[src/rtl/out_wb_ctrl_pkg.sv]
// Shared definitions for the output write-back unit: FSM encoding and default widths.
package out_wb_ctrl_pkg;

  typedef enum logic [1:0] {
    ST_IDLE  = 2'd0,
    ST_RUN   = 2'd1,
    ST_DRAIN = 2'd2,
    ST_DONE  = 2'd3
  } wb_state_t;

  localparam int WB_DWIDTH       = 8;
  localparam int WB_AWIDTH       = 10;
  localparam int WB_NUM_LANES    = 4;
  localparam int WB_STRIDE_WIDTH = 8;
  localparam int WB_CNT_WIDTH    = 8;
  localparam int WB_FIFO_DEPTH   = 4;

endpackage

[src/rtl/out_wb_ctrl_wb_fifo.sv]
// Row buffer for the write-back unit: synchronous FIFO, power-of-two depth,
// combinational head read, full/empty/count status.
module wb_fifo #(
    parameter int WIDTH = 32,
    parameter int DEPTH = 4,
    localparam int PW = $clog2(DEPTH)
) (
    input  logic             clk,
    input  logic             resetn,
    input  logic             push,
    input  logic [WIDTH-1:0] wdata,
    input  logic             pop,
    output logic [WIDTH-1:0] rdata,
    output logic             full,
    output logic             empty,
    output logic [PW:0]      count
);

    logic [WIDTH-1:0] mem [DEPTH];
    logic [PW-1:0]    wr_ptr;
    logic [PW-1:0]    rd_ptr;
    logic             push_ok;
    logic             pop_ok;

    assign push_ok = push && !full;
    assign pop_ok  = pop && !empty;
    assign full    = (count == (PW+1)'(DEPTH));
    assign empty   = (count == '0);
    assign rdata   = mem[rd_ptr];

    always_ff @(posedge clk) begin
        if (push_ok) mem[wr_ptr] <= wdata;
    end

    // Pointers wrap naturally because DEPTH is a power of two.
    always_ff @(posedge clk or negedge resetn) begin
        if (!resetn) begin
            wr_ptr <= '0;
            rd_ptr <= '0;
            count  <= '0;
        end else begin
            if (push_ok) wr_ptr <= wr_ptr + PW'(1);
            if (pop_ok)  rd_ptr <= rd_ptr + PW'(1);
            case ({push_ok, pop_ok})
                2'b10:   count <= count + (PW+1)'(1);
                2'b01:   count <= count - (PW+1)'(1);
                default: count <= count;
            endcase
        end
    end

endmodule

[src/rtl/out_wb_ctrl.sv]
// Output write-back unit: buffers result rows and writes them to the activation BRAM
// at base + k*stride. Define WB_STALL_CNT_EN to add the stall_cycles counter output.
module out_wb_ctrl
    import out_wb_ctrl_pkg::*;
#(
    parameter int DWIDTH       = WB_DWIDTH,
    parameter int NUM_LANES    = WB_NUM_LANES,
    parameter int AWIDTH       = WB_AWIDTH,
    parameter int STRIDE_WIDTH = WB_STRIDE_WIDTH,
    parameter int CNT_WIDTH    = WB_CNT_WIDTH,
    parameter int FIFO_DEPTH   = WB_FIFO_DEPTH
) (
    input  logic                          clk,
    input  logic                          resetn,
    input  logic                          start,
    input  logic [AWIDTH-1:0]             base_addr,
    input  logic [STRIDE_WIDTH-1:0]       addr_stride,
    input  logic [CNT_WIDTH-1:0]          num_rows,
    input  logic [NUM_LANES-1:0]          lane_mask,
    input  logic                          in_valid,
    input  logic [NUM_LANES*DWIDTH-1:0]   in_data,
    output logic                          in_ready,
    input  logic                          wr_grant,
    output logic [AWIDTH-1:0]             bram_addr,
    output logic [NUM_LANES*DWIDTH-1:0]   bram_wdata,
    output logic [NUM_LANES-1:0]          bram_we,
    output logic                          busy,
    output logic                          done,
    output logic                          err_drop
`ifdef WB_STALL_CNT_EN
    ,output logic [CNT_WIDTH-1:0]         stall_cycles
`endif
);

    localparam int RW = NUM_LANES * DWIDTH;
    localparam int FCW = $clog2(FIFO_DEPTH) + 1;

    wb_state_t             state;
    logic [AWIDTH-1:0]     cur_addr;
    logic [STRIDE_WIDTH-1:0] stride_q;
    logic [CNT_WIDTH-1:0]  num_rows_q;
    logic [CNT_WIDTH-1:0]  accepted;
    logic [CNT_WIDTH-1:0]  written;
    logic [NUM_LANES-1:0]  mask_q;

    logic                  fifo_full;
    logic                  fifo_empty;
    logic [FCW-1:0]        fifo_count_unused;
    logic [RW-1:0]         fifo_head;
    logic                  push;
    logic                  pop;

    // A row transfers on any edge where in_valid && in_ready; in_ready never depends
    // on in_valid, and a full FIFO refuses the row even if a pop happens that cycle.
    assign in_ready = (state == ST_RUN) && !fifo_full && (accepted < num_rows_q);
    assign push     = in_valid && in_ready;
    assign pop      = ((state == ST_RUN) || (state == ST_DRAIN)) && !fifo_empty && wr_grant;

    wb_fifo #(
        .WIDTH (RW),
        .DEPTH (FIFO_DEPTH)
    ) u_fifo (
        .clk    (clk),
        .resetn (resetn),
        .push   (push),
        .wdata  (in_data),
        .pop    (pop),
        .rdata  (fifo_head),
        .full   (fifo_full),
        .empty  (fifo_empty),
        .count  (fifo_count_unused)
    );

    always_ff @(posedge clk or negedge resetn) begin
        if (!resetn) begin
            state      <= ST_IDLE;
            cur_addr   <= '0;
            stride_q   <= '0;
            num_rows_q <= '0;
            accepted   <= '0;
            written    <= '0;
            mask_q     <= '0;
            bram_addr  <= '0;
            bram_wdata <= '0;
            bram_we    <= '0;
            busy       <= 1'b0;
            done       <= 1'b0;
            err_drop   <= 1'b0;
        end else begin
            bram_we <= '0;
            done    <= 1'b0;
            if (in_valid && (state == ST_IDLE)) err_drop <= 1'b1;
            if (push) accepted <= accepted + CNT_WIDTH'(1);
            if (pop) begin
                bram_we    <= mask_q;
                bram_addr  <= cur_addr;
                bram_wdata <= fifo_head;
                cur_addr   <= cur_addr + AWIDTH'(stride_q);
                written    <= written + CNT_WIDTH'(1);
            end
            case (state)
                ST_IDLE: begin
                    if (start) begin
                        stride_q   <= addr_stride;
                        num_rows_q <= num_rows;
                        mask_q     <= lane_mask;
                        cur_addr   <= base_addr;
                        accepted   <= '0;
                        written    <= '0;
                        if (num_rows == '0) begin
                            state <= ST_DONE;
                            done  <= 1'b1;
                        end else begin
                            state <= ST_RUN;
                            busy  <= 1'b1;
                        end
                    end
                end
                ST_RUN: begin
                    if (push && (accepted + CNT_WIDTH'(1) == num_rows_q)) state <= ST_DRAIN;
                end
                ST_DRAIN: begin
                    if (pop && (written + CNT_WIDTH'(1) == num_rows_q)) begin
                        state <= ST_DONE;
                        busy  <= 1'b0;
                        done  <= 1'b1;
                    end
                end
                default: state <= ST_IDLE;
            endcase
        end
    end

`ifdef WB_STALL_CNT_EN
    // Cycles where a row is waiting but the BRAM port belongs to someone else.
    always_ff @(posedge clk or negedge resetn) begin
        if (!resetn) begin
            stall_cycles <= '0;
        end else if ((state == ST_IDLE) && start) begin
            stall_cycles <= '0;
        end else if (((state == ST_RUN) || (state == ST_DRAIN)) && !fifo_empty && !wr_grant
                     && (stall_cycles != '1)) begin
            stall_cycles <= stall_cycles + CNT_WIDTH'(1);
        end
    end
`endif

endmodule

[config.mk]
export PLATFORM = sky130hd
export DESIGN_NAME = out_wb_ctrl
export DESIGN_NICKNAME = d
export VERILOG_FILES = /design/src/rtl/out_wb_ctrl_pkg.sv /design/src/rtl/out_wb_ctrl_wb_fifo.sv /design/src/rtl/out_wb_ctrl.sv
export SDC_FILE = /design/constraint.sdc
export NUM_CORES = 1
export LEC_CHECK = 0
export ABC_AREA = 0
export CELL_PAD_IN_SITES_DETAIL_PLACEMENT = 1
export CELL_PAD_IN_SITES_GLOBAL_PLACEMENT = 1
export CORE_MARGIN = 2
export CORE_UTILIZATION = 46
export CTS_CLUSTER_SIZE = 12
export DETAILED_ROUTE_END_ITERATION = 10
export GPL_TIMING_DRIVEN = 0
export PLACE_DENSITY = 0.84
export SYNTH_ARGS = -nofsm -noshare
export SYNTH_HDL_FRONTEND = slang
export SYNTH_SLANG_ARGS = --single-unit
[constraint.sdc]
create_clock -name clk -period 4.3 [get_ports clk]
set_clock_uncertainty 0.05 [all_clocks]
set_input_delay 0.645 -clock clk [delete_from_list [all_inputs] [get_ports clk]]
set_output_delay 0.645 -clock clk [all_outputs]
set_load 0.02 [all_outputs]
=== Yosys cells after proc, flatten, opt, wreduce, memory -nomap -nowiden ===
Memories as Yosys holds them, arrays and structs flattened. A register that Yosys moved wholly into a read port is not among the register bits.
Index checks and enable logic that the tools add are counted.

* Muxes and demuxes: 26
* $lt $le $gt $ge: 1
* Add/subtract/negate cells: 7
* Reduce and logical (&&, ||, !) cells: 22
* Equality and inequality tests: 11

{| class="wikitable"
|+ Operators by type and width
! operator !! count
|-
| 8-bit two-way mux || 6
|-
| 10-bit two-way mux || 3
|-
| 8-bit by 1-bit adder with 8-bit output, second input constant || 2
|-
| 8-bit == test || 2
|-
| 10-bit by 8-bit adder with 10-bit output || 1
|-
| 1-bit logical AND || 10
|-
| 8-bit zero test || 1
|-
| 8-bit less-than comparator || 1
|-
| 1-bit two-way mux || 8
|-
| 2-bit two-way mux || 4
|-
| 2-bit one-hot mux with 3 select lines || 1
|-
| 3-bit one-hot mux with 2 select lines || 1
|-
| 2-bit by 1-bit adder with 2-bit output, second input constant || 2
|-
| 2-bit by 1-bit == test with 1-bit output, second input constant || 2
|-
| 2-bit == test, second input constant || 2
|-
| 4-bit two-way mux || 1
|-
| 2-bit by 1-bit inequality test with 1-bit output, second input constant || 2
|-
| 2-bit inequality test, second input constant || 2
|-
| 1-bit one-hot mux with 2 select lines || 2
|-
| 4-bit AND reduction || 1
|-
| 2-bit nonzero test || 2
|-
| 3-bit by 1-bit adder with 3-bit output, second input constant || 1
|-
| 3-bit == test, second input constant || 1
|-
| 1-bit zero test || 3
|-
| 6 further kinds || 6
|}

* Input bits: 67
* Word-level logic and storage cells: 83
* Memories kept: 1
* RAM bits: 128
* Register bits after elaboration: 72

{| class="wikitable"
|+ Memories
! name !! depth !! width !! read ports !! clocked after memory_dff !! wr ports !! RTL line !! text
|-
| u_fifo.mem || 4 || 32 || 1 || 1 || 1 || out_wb_ctrl_wb_fifo.sv:19 || <nowiki>logic [WIDTH-1:0] mem [DEPTH];</nowiki>
|}

=== Depth between registers and ports, before layout ===
Gate-level depths: netlist of the first run.

* Depth in word-level cells: 8
* Depth in mapped cells: 14
* Gate-level depth less buffers: 13

=== Modules after synthesis ===
A second synthesis of the first run with hierarchy kept.

* Cells, all modules: 752
* Area, all modules: 9,974.6 µm²

{| class="wikitable"
|+ By module, submodules not included
! module !! cells each !! area an instance (µm²) !! seq. area each (µm²) !! times used
|-
| wb_fifo || 205 || 5,091.1 || 4,018.9 || 1
|-
| out_wb_ctrl || 547 || 4,883.4 || 2,427.3 || 1
|}

=== Worst setup path before layout of the first run ===
Ideal clock, no wire load.

* Path kind: register to register
* Start: register num_rows_q[1]
* End: memory u_fifo.mem[0][0] (enable)
* Path slack: 1,335 ps
* Data arrival time: 2,523 ps
* Cell stages (with the launch flop): 9
* Clock period less this slack: 2,965 ps
* Library setup time: 392 ps
* Data required time: 3,858 ps
* Path through: dfrtp_1 > inv_1 > ha_1 > nor2b_1 > o211ai_1 > a21oi_1 > nor4_4 > buf_2 > and2_1

* Cells in the longest elaborated chain, start to end: 6

{| class="wikitable"
|+ RTL lines
! item !! RTL line !! text
|-
| start, declared || out_wb_ctrl.sv:41 || <nowiki>logic [CNT_WIDTH-1:0] num_rows_q;</nowiki>
|-
| start signal, assigned || out_wb_ctrl.sv:105 || <nowiki>num_rows_q <= num_rows;</nowiki>
|-
| 8-bit less-than comparator || out_wb_ctrl.sv:55 || <nowiki>assign in_ready = (state == ST_RUN) && !fifo_full && (accepted < num_rows_q);</nowiki>
|-
| 1-bit logical AND || out_wb_ctrl.sv:55 ||
|-
| 1-bit logical AND || out_wb_ctrl.sv:56 || <nowiki>assign push = in_valid && in_ready;</nowiki>
|-
| 1-bit logical AND || out_wb_ctrl_wb_fifo.sv:25 || <nowiki>assign push_ok = push && !full;</nowiki>
|-
| 1-bit two-way mux || out_wb_ctrl_wb_fifo.sv:32 || <nowiki>if (push_ok) mem[wr_ptr] <= wdata;</nowiki>
|-
| 1-bit two-way mux (implied by the code) || out_wb_ctrl_wb_fifo.sv:32 ||
|-
| end, declared || out_wb_ctrl_wb_fifo.sv:19 ||
|}

Every way passes these cells.

=== Worst setup path after layout of the first run ===
* Start: register state[1]
* End: register u_fifo.count[2]

* Cells in the longest elaborated chain, start to end: 7
* Elaborated cells between the ends (all ways): 14

{| class="wikitable"
|+ RTL lines
! item !! RTL line !! text
|-
| start, declared || out_wb_ctrl.sv:38 || <nowiki>wb_state_t state;</nowiki>
|-
| start signal, assigned || out_wb_ctrl.sv:76 || <nowiki>state <= ST_IDLE;</nowiki>
|-
| start signal, assigned || out_wb_ctrl.sv:111 || <nowiki>state <= ST_DONE;</nowiki>
|-
| start signal, assigned || out_wb_ctrl.sv:114 || <nowiki>state <= ST_RUN;</nowiki>
|-
| 2-bit by 1-bit == test with 1-bit output or 2-bit == test (tied branches) || out_wb_ctrl.sv:57 || <nowiki>assign pop = ((state == ST_RUN) || (state == ST_DRAIN)) && !fifo_empty && wr_grant;</nowiki>
|-
| 1-bit logical OR (*) || out_wb_ctrl.sv:57 ||
|-
| 1-bit logical AND (*) (2 in series) || out_wb_ctrl.sv:57 ||
|-
| 1-bit logical AND (*) || out_wb_ctrl_wb_fifo.sv:26 || <nowiki>assign pop_ok = pop && !empty;</nowiki>
|-
| named net u_fifo.pop_ok || out_wb_ctrl_wb_fifo.sv:23 || <nowiki>logic pop_ok;</nowiki>
|-
| 2-bit by 1-bit == test with 1-bit output or 2-bit == test (tied branches) || out_wb_ctrl_wb_fifo.sv:44 || <nowiki>case ({push_ok, pop_ok})</nowiki>
|-
| 3-bit one-hot mux with 2 select lines or 2-bit nonzero test (tied branches) || n/a ||
|-
| end signal, assigned || out_wb_ctrl_wb_fifo.sv:45 || <nowiki>2'b10: count <= count + (PW+1)'(1);</nowiki>
|-
| end signal, assigned || out_wb_ctrl_wb_fifo.sv:46 || <nowiki>2'b01: count <= count - (PW+1)'(1);</nowiki>
|-
| end signal, assigned || out_wb_ctrl_wb_fifo.sv:47 || <nowiki>default: count <= count;</nowiki>
|-
| end, declared || out_wb_ctrl_wb_fifo.sv:16 || <nowiki>output logic [PW:0] count</nowiki>
|}

Mark *: on every way through the listed nets, which the timed path passes. The rest lies on a longest branch.
A chain may end at the register's enable or synchronous reset.

==> flow_summary.yaml, run 1 <==
sta:
  setup_ws_ns: 0.656
  rsz0062_at_grt: "no"
  worstMarginPinSlew_ns: 0.925
  fin_tns_setup_ns: 0
  hold_viol_final: 0
  final_max_slew_viol_count: 0
  fin_crit_ns: 3.64
  maxSlewHeadroom: 0.383
  finalSetupViolations: 0
  finalCritPeriodShare: 0.847
  max_freq_ghz: 0.274
logic_synthesis:
  synthSimpleGateAreaFrac: 0.124
  synth_xor_area_frac: 0.0321
  yosys_register_bits: 232
  synth_area_per_cell_um2: 13.1
  yosys.area_share.adder: 0.0385
  synth_top_family_by_area: "simple AND/OR/NAND/NOR gates"
  synth-compound-area-share: 0.0470
  synth_edf_count: 128
  synth-async-reset-ratio: 0.448
  syn_area_um2: 9820
  syn_nets: 843
  yosysSeqAreaShare: 0.656
  synth.distinct_cells: 53
  synthFlopType: "edfxtp_1"
  yosysWarnings: 0
  synth.mux.area_fraction: 0.0796
  netlist_instances: 747
cts:
  cts-hold-fix-buffers: 1
  cts_resized: 0
  worst_skew_pair.late_latency_ns: 0.54
  root_buffer: "clkbuf_16"
  clk_path_buf_depth: 3
  cts_buffers: 25
  cts_tree: "built"
  cts_setup_buffers: 0
  cts_sinks: 232
  clk_pin_slew_worst_paths_ns: 0.06
  htree_num_levels: 1
place:
  port_buffers: 116
  hpwl_um: 16500
  dp_slack_ns: 0.255
  placed_area_um2: 11400
  placed_cells: 1139
  gp_congestion: 0.811
critical_path:
  cp_common_cell: "inv_1"
  criticalPathCategory: "reg2reg"
  r2r_start: "state[1]$_DFFE_PN0P_"
  path_buf_inv: 5
  cp_data_arrival_time_ns: 4.05
  worstRegToRegCells: 12
  r2r-end: "u_fifo.count[2]$_DFFE_PN0P_"
  crit_chain: "inv_1 > ha_1 > o311ai_0 > inv_1 > clkbuf_1 > buf_1 > ha_1 > inv_1 > fa_1 > xor2_1 > nor2_1 > xor2_1"
  crit_fanout: 10
  crit_slowest_cell: "buf_1"
  setup.worst_path.end_class: "register"
  reg2reg_slack_ns: 0.66
  cp.required_ns: 4.71
  critical_path.max_stage_delay_ns: 0.58
  cp-start-kind: "register"
  critPathTopFamily: "buffers and inverters"
global_route:
  use_met2: 0.402
  met1_usage: 0.288
  antenna_found_initial: 2
  grtUsageTotal: 0.227
  grt_pass1_wl_um: 38800
  grt_remaining_overflow: 0
  grt_pass1_vias: 6900
  use_met3: 0.0433
  grt_max_degree: 72
  grt.busiest_layer: "met2"
floorplan:
  core_um2: 21000
  dieWidth_um: 150
  die_height_um: 150
  dieArea_um2: 22500
  io_pins: 117
  start_util: 0.469
  num_rows: 53
pwr:
  ir_drop_mv: 0.410
  p_leak_nw: 4.86
  power_density_nw_per_um2: 709
finish:
  stdcell_area_um2: 12200
  area_growth_pct: 24.0
  drive_gt1_frac: 0.0890
  finalNonFillerCells: 1185
  fillers: 2090
  fin_util: 0.581
  num_antenna_cells: 0
  final_net_count: 988
detailed_routing:
  routed_via_density: 5.33
  wl_um: 24800
  drt_first_pass_iters: 4
  vias: 6315
  post_drt_wl_per_cell_um: 20.9
  drc: 0
  drt_iter0_drc: 310
  antenna_left: 0
worst_hold_path:
  min_delay_path_depth: 1
  hold_start: "err_drop$_DFFE_PN0P_"
  holdCritPathClass: "reg2reg"
  holdPathEnd: "err_drop$_DFFE_PN0P_"
job:
  max_cap_viol_count: 0
outcome:
  run_status: "finished, final reports clean"
==> cells in the mapped netlist (all sizes together) (3+ instances only) <==
cell type / n / area share
nand2: 201 / 0.077
o21ai: 21 / 0.011
nor3: 4 / 0.0020
a21oi: 22 / 0.011
nand4: 8 / 0.0066
edfxtp: 128 / 0.39
a31oi: 6 / 0.0038
buf: 7 / 0.0036
dfrtp: 104 / 0.27
ha: 27 / 0.034
nor2: 30 / 0.011
nor4: 3 / 0.0034
clkbuf: 26 / 0.0099
and2: 12 / 0.0079
inv: 24 / 0.0092
mux2i: 5 / 0.0051
a21o: 3 / 0.0023
xnor2: 20 / 0.018
xor2: 16 / 0.014
nand3: 11 / 0.0056
or3: 4 / 0.0025
mux4: 32 / 0.073
==> sequential cells by signal, indices dropped and copies added (netlist names) <==
name,cells
u_fifo.mem,128
bram_wdata,32
bram_addr,10
cur_addr,10
accepted,8
num_rows_q,8
stride_q,8
written,8
bram_we,4
mask_q,4
u_fifo.count,3
state,2
u_fifo.rd_ptr,2
u_fifo.wr_ptr,2
busy,1
done,1
err_drop,1
==> cells in the final DEF, fill, tap and decap left out, types with 11 or more instances in the layout <==
master / synthesis / routed
xnor2_1: 20 / 20
mux4_2: 32 / 32
nand3_1: 11 / 11
xor2_1: 16 / 16
nor2_1: 30 / 30
dfrtp_1: 104 / 104
clkdlybuf4s50_1: 0 / 115
a21oi_1: 22 / 22
ha_1: 27 / 27
clkbuf_1: 26 / 39
edfxtp_1: 128 / 128
inv_1: 23 / 23
nand2_1: 201 / 201
clkbuf_16: 0 / 25
o21ai_0: 21 / 21
==> layer usage <==
metal | share of wire | routed length, um
met5 | 0.0011 | 27
met3 | 0.049 | 1210
met2 | 0.52 | 12800
met4 | 0.022 | 542
met1 | 0.41 | 10200
==> report_power, final <==
| group | leakage [nW] | total [mW] | switching [mW] | internal, mW |
|---|---|---|---|---|
| clock network | 0.390 | 2.14 | 0.861 | 1.27 |
| logic | 2.01 | 3.25 | 1.87 | 1.38 |
| registers | 2.46 | 3.25 | 0.356 | 2.89 |
==> layout make-up <==
| type | instances | area, um2 | area share |
|---|---|---|---|
| plain buffers | 33 | 133 | 0.0109 |
| clock buffers | 42 | 729 | 0.0599 |
| clock inverters | 3 | 80.1 | 0.00658 |
| inverters | 24 | 90.1 | 0.00740 |
| multi-input cells | 458 | 3160 | 0.259 |
| flip-flops and latches | 232 | 6450 | 0.529 |
| well taps | 275 | 344 | 0.0283 |
| repair buffers | 118 | 1200 | 0.0985 |
==> kinds of logic after synthesis <==
family                     Yosys count
and+or+nand+nor                    282
muxes                               38
DFF                                232
adders and majority gates           29
xor gates and xnor gates            36
AOI/OAI and AO/OA                   73
buffers and inverters               57
==> worst register-to-register path, cell delays in order, from the launching register on <==
cell and delay [ns]:
dfrtp_1 0.41, inv_1 0.09, ha_1 0.30, o311ai_0 0.26, inv_1 0.21, clkbuf_1 0.52, buf_1 0.58, ha_1 0.30
inv_1 0.06, fa_1 0.37, xor2_1 0.15, nor2_1 0.11, xor2_1 0.15
==> metrics by stage <==
step	power [mW]	hold WS [ns]
final	8.64	0.407
after global routing	9.17	0.423
after CTS	8.74	0.411
after detailed placement	6.54	0.397
after global placement	6.37	0.397
after floorplan	5.30	0.299
==> worst max path at each step <==
stage                     slack, ns                     endpoint                 startpoint  cells past startpoint
after floorplan                1.34   u_fifo.mem[0][0]$_DFFE_PP_  num_rows_q[1]$_DFFE_PN0P_                      8
after global routing           0.33  u_fifo.count[2]$_DFFE_PN0P_       state[1]$_DFFE_PN0P_                     12
final                          0.66  u_fifo.count[2]$_DFFE_PN0P_       state[1]$_DFFE_PN0P_                     12
after global placement        -1.91   bram_wdata[30]$_DFFE_PN0P_                     resetn                      1
after detailed placement       0.25  u_fifo.count[2]$_DFFE_PN0P_                   wr_grant                     11
after CTS                      0.58  u_fifo.count[2]$_DFFE_PN0P_       state[1]$_DFFE_PN0P_                     12
Power figures use the tool's default switching activity.
==> inputs of run 2 (changes only) <==
CORE_UTILIZATION = 41   (was 46)
PLACE_DENSITY = 0.8   (was 0.84)
clock period = 3.15 ns   (was 4.3 ns; I/O delays follow)
==> run 2 against run 1 <==
  * Die area is 12% higher
  * Via count is 0.97% lower
  * Global-route usage is 3.0 points lower
  * Fmax is 25% higher
  * Worst setup slack worse by 0.42 ns
  * Cell count is 4.0% higher
  * Final area is 0.51% higher
  * Sequential share of layout area is 0.27 points lower
  * Sequential power is 36% higher
  * Register-to-register slack worse by 0.42 ns
  * Critical path type unchanged
  * Critical endpoint unchanged
  * Largest cell class unchanged
  * Highest routed layer is now met4
==> flow_summary.yaml, run 2 (synthesized netlist as in run 1, its figures left out) <==
finish:
  stdcell_area_um2: 12200
  drive_gt1_frac: 0.0975
  mostFrequentLayoutCell: "nand2_1"
  layout_common_cells: "nand2_1 (201), edfxtp_1 (128), clkdlybuf4s50_1 (114)"
  final_net_count: 992
  num_antenna_cells: 0
  fin_util: 0.521
  area_growth_pct: 24.7
  top_register: "u_fifo.mem"
  largest_register_ffs: 128
  top_regs: "u_fifo.mem (128), bram_wdata (32)"
sta:
  max_freq_ghz: 0.344
  maxSlewHeadroom: 0.413
  final_max_slew_viol_count: 0
  finalSetupViolations: 0
  hold_viol_final: 0
  fin_crit_ns: 2.91
  setup_ws_ns: 0.241
  worstMarginPinSlew_ns: 0.869
  finalCritPeriodShare: 0.924
global_route:
  grt_max_degree: 71
  grtUsageTotal: 0.197
  grt_pass1_wl_um: 39300
  grt_pass1_vias: 7017
  grt_remaining_overflow: 0
  antenna_found_initial: 0
cts:
  cts_tree: "built"
  clk_path_buf_depth: 3
  clk_pin_slew_worst_paths_ns: 0.06
  htree_num_levels: 1
  worst_skew_pair.late_latency_ns: 0.54
  cts_buffers: 25
  root_buffer: "clkbuf_16"
  cts_sinks: 232
place:
  hpwl_um: 16800
  port_buffers: 116
  placed_area_um2: 11400
  dp_slack_ns: -0.758
  gp_congestion: 0.780
floorplan:
  dieArea_um2: 25200
  num_rows: 56
  start_util: 0.418
  core_um2: 23500
  io_pins: 117
  die_height_um: 159
  dieWidth_um: 159
detailed_routing:
  antenna_left: 0
  vias: 6254
  drc: 0
  wl_um: 24300
  routed_via_density: 5.08
  drt_iter0_drc: 285
  post_drt_wl_per_cell_um: 19.8
  drt_first_pass_iters: 4
pwr:
  p_leak_nw: 4.87
  ir_drop_mv: 0.470
  power_density_nw_per_um2: 954
  p_total_mw: 11.7
critical_path:
  criticalPathCategory: "reg2reg"
  cp.required_ns: 3.56
  path_buf_inv: 4
  critical_path.max_stage_delay_ns: 0.40
  crit_fanout: 10
  crit_slowest_cell: "dfrtp_1"
  crit_chain: "inv_1 > ha_1 > o311ai_0 > inv_2 > buf_2 > ha_1 > inv_1 > fa_1 > xor2_1 > nor2_1 > xor2_1"
  cp-start-kind: "register"
  cp_data_arrival_time_ns: 3.32
  setup.worst_path.end_class: "register"
  critPathTopFamily: "adder cells"
outcome:
  run_status: "finished, final reports clean"
job:
  max_cap_viol_count: 0
worst_hold_path:
  holdCritPathClass: "in2async"
-- run 2: cell types whose count changed in the layout (fill, tap and decap cells not counted), moves of 2 or more --
| cell | change |
|---|---|
| and2_2 | -4 |
| and2_4 | +4 |
| buf_4 | +5 |
| clkbuf_1 | -5 |
| clkinv_1 | +2 |
| clkinv_2 | +2 |
-- run 2: worst register-to-register path, stage by stage, from the launching register on --
cell      delay, ns
dfrtp_1        0.40
inv_1          0.08
ha_1           0.31
o311ai_0       0.29
inv_2          0.24
buf_2          0.31
ha_1           0.26
inv_1          0.07
fa_1           0.38
xor2_1         0.15
nor2_1         0.12
xor2_1         0.16
-- run 2: power breakdown --
part           switching [mW]  leakage [nW]  internal, mW
clock network            1.17         0.375          1.62
logic                    2.54          2.04          1.93
registers               0.474          2.46          3.94
total                    4.18          4.87          7.50
-- run 2: path summary, 6_finish.rpt --
check,start,end,slack (ns),cells past startpoint
worst max-delay path,state[0]$_DFFE_PN0P_,u_fifo.count[2]$_DFFE_PN0P_,0.24,11
worst min-delay path,resetn,bram_wdata[31]$_DFFE_PN0P_,0.34,2
worst max register to register,state[0]$_DFFE_PN0P_,u_fifo.count[2]$_DFFE_PN0P_,0.24,11
worst min register to register,err_drop$_DFFE_PN0P_,err_drop$_DFFE_PN0P_,0.42,1
max in group asynchronous,resetn,bram_wdata[17]$_DFFE_PN0P_,2.00,3
min in group clk,err_drop$_DFFE_PN0P_,err_drop$_DFFE_PN0P_,0.42,1
-- run 2: timing repair --
item                                   CTS  global route
gates resized for setup                  4             4
pin swaps                                1             0
endpoints found under the hold margin   34             0
setup endpoints to repair              131            98
setup buffers                            1             4
cloned                                   0             0
hold buffers                             1             0
-- run 2: per-layer routing --
| layer | global-route usage | vias up | wire length, um |
|---|---|---|---|
| li1 | - | 2927 | - |
| met1 | 0.249 | 3155 | 10300 |
| met2 | 0.349 | 142 | 12400 |
| met3 | 0.0392 | 30 | 1250 |
| met4 | 0.0513 | 0 | 463 |
| met5 | 0 | - | 0 |
-- run 2: layout make-up --
cell class | instances | area, um2
buffer | 32 | 133
clock buffer | 37 | 701
clock inverter | 7 | 75.1
fill | 2391 | 11200
inverter | 24 | 90.1
multi-input combinational | 458 | 3160
sequential | 232 | 6450
tap | 319 | 399
timing repair buffer | 123 | 1240
-- run 2: metrics by stage --
step / hold WS (ns) / setup TNS (ns) / cells
6_report: 0.339 / 0 / 1232
5_1_grt: 0.366 / -0.0157 / 1232
2_1_floorplan: 0.127 / 0 / 747
4_1_cts: 0.333 / 0 / 1228
3_3_place_gp: 0.400 / -384.20 / 1182
3_5_place_dp: 0.342 / -19.87 / 1183
